--- src/rtl/serial_slice_adder_ctrl.sv ---
// Two-bits-per-clock adder sequencer: feeds an external 2-bit adder slice LSB pair first,
// keeps the inter-slice carry in a flop and assembles the WIDTH-bit result.
module serial_slice_adder_ctrl #(
  parameter int WIDTH = 8
) (
  input  logic             clk,
  input  logic             rst,
  input  logic             start,
  input  logic [WIDTH-1:0] a,
  input  logic [WIDTH-1:0] b,
  input  logic             cin,
  output logic             busy,
  output logic             done,
  output logic [WIDTH-1:0] sum,
  output logic             cout,
  output logic             sl_a0,
  output logic             sl_b0,
  output logic             sl_a1,
  output logic             sl_b1,
  output logic             sl_c0,
  input  logic             sl_s0,
  input  logic             sl_s1,
  input  logic             sl_c2
);

  localparam int HALF = WIDTH / 2;
  localparam int CW   = (HALF > 1) ? $clog2(HALF) : 1;

  localparam logic [1:0] IDLE = 2'd0;
  localparam logic [1:0] RUN  = 2'd1;
  localparam logic [1:0] DONE = 2'd2;

  logic [1:0]       state;
  logic [WIDTH-1:0] a_sh, b_sh, acc, acc_nxt;
  logic             carry;
  logic [CW-1:0]    cnt;
  logic             last;

  // New slice sum enters at the top; after HALF shifts the first pair sits at bit 0.
  generate
    if (WIDTH == 2) begin : g_narrow
      assign acc_nxt = {sl_s1, sl_s0};
    end else begin : g_wide
      assign acc_nxt = {sl_s1, sl_s0, acc[WIDTH-1:2]};
    end
  endgenerate

  assign last = (cnt == CW'(HALF - 1));

  always_ff @(posedge clk) begin
    if (rst) begin
      state <= IDLE;
      a_sh  <= '0;
      b_sh  <= '0;
      acc   <= '0;
      carry <= 1'b0;
      cnt   <= '0;
      sum   <= '0;
      cout  <= 1'b0;
    end else begin
      case (state)
        IDLE: if (start) begin
          a_sh  <= a;
          b_sh  <= b;
          carry <= cin;
          cnt   <= '0;
          acc   <= '0;
          state <= RUN;
        end
        RUN: begin
          acc   <= acc_nxt;
          carry <= sl_c2;
          a_sh  <= a_sh >> 2;
          b_sh  <= b_sh >> 2;
          if (last) begin
            sum   <= acc_nxt;
            cout  <= sl_c2;
            state <= DONE;
          end else begin
            cnt <= cnt + 1'b1;
          end
        end
        DONE:    state <= IDLE;
        default: state <= IDLE;
      endcase
    end
  end

  assign busy = (state == RUN);
  assign done = (state == DONE);

  // Slice inputs are gated so it only ever sees live operands during RUN.
  assign sl_a0 = busy & a_sh[0];
  assign sl_b0 = busy & b_sh[0];
  assign sl_a1 = busy & a_sh[1];
  assign sl_b1 = busy & b_sh[1];
  assign sl_c0 = busy & carry;

endmodule

--- config.mk ---
export PLATFORM = sky130hd
export DESIGN_NAME = serial_slice_adder_ctrl
export DESIGN_NICKNAME = d
export VERILOG_FILES = /design/src/rtl/serial_slice_adder_ctrl.sv
export SDC_FILE = /design/constraint.sdc
export NUM_CORES = 1
export LEC_CHECK = 0
export CAP_MARGIN = 0
export CORE_UTILIZATION = 45
export CTS_BUF_LIST = sky130_fd_sc_hd__clkbuf_4
export CTS_CLUSTER_SIZE = 16
export DETAILED_ROUTE_END_ITERATION = 8
export PLACE_DENSITY = 0.79
export SYNTH_ARGS = -nofsm -noshare
export SYNTH_HDL_FRONTEND = slang
export SYNTH_SLANG_ARGS = --single-unit
export TNS_END_PERCENT = 5
--- constraint.sdc ---
create_clock -name clk -period 3.55 [get_ports clk]
set_clock_uncertainty 0.1 [all_clocks]
set_input_delay 0.71 -clock clk [delete_from_list [all_inputs] [get_ports clk]]
set_output_delay 0.71 -clock clk [all_outputs]
set_load 0.01 [all_outputs]
Yosys cells after proc, flatten, opt, wreduce, memory -nomap -nowiden. Index checks and enable logic that the tools add are counted.

Word-level logic and storage cells: 40. Bits in registers: 38.

Reductions and logical operators: 6. Eq/ne operators: 6. Bitwise gates (word level): 5. $add $sub $neg: 1. Multiplexer cells: 14.

Operator list (number): $pmux 8 s2 (3); $mux 8 (3); $mux 2 (4); $pmux 2 s2 (2); $reduce_and 2->1 (3); $and 1x1->1 (5); $eq 2x2->1 const B (2); $ne 2x2->1 const B (2); $reduce_and 3->1 (1); $add 2x1->2 const B (1); $eq 2x1->1 const B (1); $logic_not 2->1 (1); $ne 2x1->1 const B (1); $pmux 1 s2 (1); $reduce_bool 2->1 (1); $mux 1 (1).

Depth between registers and ports, before layout.
Word-level depth: 3. Gate-level depth with buffers: 6.

Least setup slack after synthesis. No wires, ideal clock.

Kind: flip-flop to output port. Start: reg state[1]. End: out sl_a0. Setup slack: 1.854 ns. Cell stages (with the launch flop): 5. Arrival: 0.886 ns. Path through: dfxtp_1 nand2b_2 inv_1 buf_4 and2_1.

Cells in the longest elaborated chain, start to end: 2.

RTL lines: start: declaration (RTL line 33) `logic [1:0] state;`; start signal: assignment (RTL line 52) `state <= IDLE;`; start signal: assignment (RTL line 68) `state <= RUN;`; start signal: assignment (RTL line 78) `state <= DONE;`; $eq 2x1->1 (RTL line 89) `assign busy = (state == RUN);`; named net busy (RTL line 12) `output logic busy,`; $and 1x1->1 (RTL line 93) `assign sl_a0 = busy & a_sh[0];`; end: declaration (RTL line 16) `output logic sl_a0,`.

The timed path passes the listed nets, and every way through them passes these cells.

Worst setup path after layout.
Start: reg state[1]. End: out sl_b0.

Cells in the longest elaborated chain, start to end: 2.

RTL lines: $eq 2x1->1 (RTL line 89); $and 1x1->1 (RTL line 94) `assign sl_b0 = busy & b_sh[0];`; end: declaration (RTL line 17) `output logic sl_b0,`.

Every way passes these cells.

==> qor.csv <==
stage,metric,value,unit
cts,postCtsSetupRepairBufs,0,
synthesis,synth_area_per_cell,9.48,um^2
synthesis,syn-instance-count,172,
critical_path,path_class,flip-flop to output pin,
power,internal_power,0.576,mW
timing,layout_setup_ws,710,ps
finish,fin_nets,229,
critical_path,regToRegEndpoint,sum[3]$_SDFFE_PP0P_,
critical_path,cp.required,2740,ps
global_routing,antenna_found_initial,0,
timing,setup_viol,0,
power,p_leak,0.731,nW
routing,vias,1347,
min_path,hp-start,sum[2]$_SDFFE_PP0P_,
critical_path,cp.arrival,2030,ps
critical_path,cp_slowest_cell,dfxtp_1,
global_routing,grt_pass1_wl,5.78,mm
floorplanning,core-area,3420,um^2
timing,period_minus_slack,2840,ps
power,swShare,25.8,%
run_status,status,"complete, no violations",
timing,fin_crit_sh,80.0,%
critical_path,max_stage_delay,570,ps
placed_design,place.detailed.hpwl,2.36,mm
global_routing,grt.total_usage,19.0,%
timing,fmax,352,MHz
synthesis,ys_seq_area_share,44.2,%
routing,wl_per_cell,13.7,um
critical_path,reg2reg_from,cnt[0]$_SDFFE_PP0P_,
routing,drtIter0Drc,84,
critical_path,worstRegToRegCells,4,
placed_design,gp_congestion,0.811,
job,cap_violations,0,
routing,drt_first_pass_iters,4,
cts,clockRootBuffer,clkbuf_4,
power,seqPwrFrac,56.0,%
critical_path,critPathCaptureType,output pin,
timing,finalHoldViolCount,0,
finish,design_area,2030,um^2
floorplanning,die_h,62.2,um
timing,tightestPinTransition,518,ps
routing,post_drt_via_cell_ratio,5.35,
cts,postCtsResizedCells,0,
power,pwr_density_cell,382,nW/um^2
floorplanning,initial_core_util,47.7,%
placed_design,port_buffers,38,
routing,drc,0,
finish,diodes,0,
cts,cts.path.max_buffers,2,
power,clock_power_share,28.1,%
cts,clock_latency,330,ps
cts,cts_hold_buf,0,
floorplanning,io_pins,39,
cts,clk_pin_slew,100,ps
cts,cts_tree,built,
critical_path,worstPathMaxFanout,20,
power,ir_worst_vdd,0.240,mV
floorplanning,num_rows,21,
cts,cts_buffers,5,
routing,wl,3.45,mm
synthesis,ys_ff_latch,36,
synthesis,yosysUniqueCellTypes,31,
placed_design,dp_worst_setup_slack,1100,ps
finish,post-route-util,59.5,%
power,power_frac_comb,15.9,%
synthesis,syn-cell-area,1630,um^2
floorplanning,die_w,62.2,um
min_path,whs_path_depth,2,
power,switching_power,0.200,mW
critical_path,crit_chain,nand2b_2 > inv_1 > buf_4 > and2_1 > clkdlybuf4s50_1,
min_path,min_path_type,flip-flop to flip-flop,
finish,final.fill_count,307,
placed_design,placed_area,1980,um^2
floorplanning,die_area,3870,um^2
synthesis,syn_nets,196,
critical_path,path_buf_inv,3,
cts,cts_sinks,36,
critical_path,cpLargestDelayFamily,buffers and inverters,
timing,slew_violations,0,
cts,htree_levels,2,
timing,timing.setup.tns,0,ps
finish,drive_gt1_share,17.0,%
global_routing,grt_max_degree,37,
synthesis,yosysWarnings,0,
critical_path,regToRegSetupSlack,1730,ps
finish,syn2layout_area_growth,24.6,%
routing,ant_nets,0,
min_path,min_to,sum[2]$_SDFFE_PP0P_,
global_routing,overflow,0,
timing,grt_setup_unrepaired,false,
critical_path,cp-start-kind,flip-flop,
global_routing,grt_pass1_vias,1316,
timing,relSlewSlack,65.5,%
-- cell families (layout without fill, tap and decap cells) --
group | count (synthesis) | after routing | synth area share, %
mux | 11 | 11 | 6.75
compound gates | 45 | 45 | 22.2
buf+inv | 20 | 54 | 8.21
simple gates | 59 | 59 | 17.9
flops | 36 | 36 | 44.2
fa+ha+maj | 1 | 1 | 0.767
-- worst max-delay path by stage --
| stage | startpoint | endpoint | cells past startpoint |
|---|---|---|---|
| floorplan | state[1]$_SDFFE_PP0P_ | sl_a0 | 4 |
| detailed placement | state[1]$_SDFFE_PP0P_ | sl_a1 | 5 |
| CTS | state[1]$_SDFFE_PP0P_ | sl_a1 | 5 |
| global route | state[1]$_SDFFE_PP0P_ | sl_b0 | 5 |
| global placement | state[1]$_SDFFE_PP0P_ | sl_b0 | 5 |
| finish | state[1]$_SDFFE_PP0P_ | sl_b0 | 5 |
-- cells in the final DEF, fill, tap and decap left out, drive strengths merged --
cell type,n
a211oi,12
a21oi,17
a22oi,6
a31oi,2
a32oi,1
and2,4
and2b,1
buf,3
clkbuf,7
clkdlybuf4s50,38
clkinv,1
dfxtp,36
ha,1
inv,5
mux2i,11
nand2,11
nand2b,1
nand3,14
nand3b,1
nor2,25
nor2b,1
nor4b,1
o21ai,3
o21ba,1
o21bai,1
o221a,2
-- power by group through the flow --
stage	logic (mW)	clock network, mW	registers (mW)
finish	0.123	0.218	0.435
global route	0.133	0.242	0.437
CTS	0.124	0.226	0.435
detailed placement	0.124	0	0.444
global placement	0.119	0	0.444
floorplan	0.0884	0	0.441
-- synthesized netlist by cell type, drive strengths merged --
cell     n  area share (%)
a32oi    1            0.54
a31oi    2            0.77
and2     4             1.5
o21ba    1             1.0
nand3b   1            0.46
a21oi   17             5.2
ha       1            0.77
nand3   14             4.3
and2b    1            0.46
inv      5             1.2
nor2b    1            0.38
o21ai    3            0.92
a22oi    6             2.8
o21bai   1            0.69
clkbuf   3            0.77
a211oi  12             8.9
nand2b   1            0.54
o221a    2             1.4
buf     12             6.3
mux2i   11             6.8
nor4b    1            0.54
nand2   11             2.5
nor2    25             7.1
dfxtp   36              44
-- flip-flops by register name (all words and copies together) (netlist names) --
signal,count
carry,1
state,2
cnt,2
cout,1
sum,8
b_sh,8
acc,6
a_sh,8
-- area by class of cell --
type	count	area [um^2]	share of cell area, %
multi-input combinational	116	776	38.2
sequential	36	721	35.5
timing repair buffer	41	403	19.8
tap	46	57.6	2.83
clock buffer	7	52.6	2.59
inverter	5	18.8	0.924
clock inverter	1	3.75	0.185
-- layer usage --
layer	vias to the layer above	GRT usage, %	wire, um	share of wire, %
met5	-	0	0	0
met4	0	8.43	51	1.5
met3	6	5.70	121	3.5
met2	31	33.0	1740	50
met1	643	21.4	1540	45
li1	667	-	-	-
-- stage by stage --
| step | hold slack, ps | cells | power [mW] |
|---|---|---|---|
| after global placement | 347 | 244 | 0.562 |
| after global routing | 382 | 252 | 0.813 |
| after CTS | 363 | 252 | 0.786 |
| after floorplan | 343 | 172 | 0.529 |
| final | 361 | 252 | 0.777 |
| after detailed placement | 349 | 244 | 0.568 |
-- worst register-to-register path, stage by stage (launching register included) --
cell      delay [ps]
dfxtp_1          400
ha_1             500
nand3b_1         420
nand2_1          180
a21oi_1           90
No activity file was read; power rests on OpenSTA's default activity.
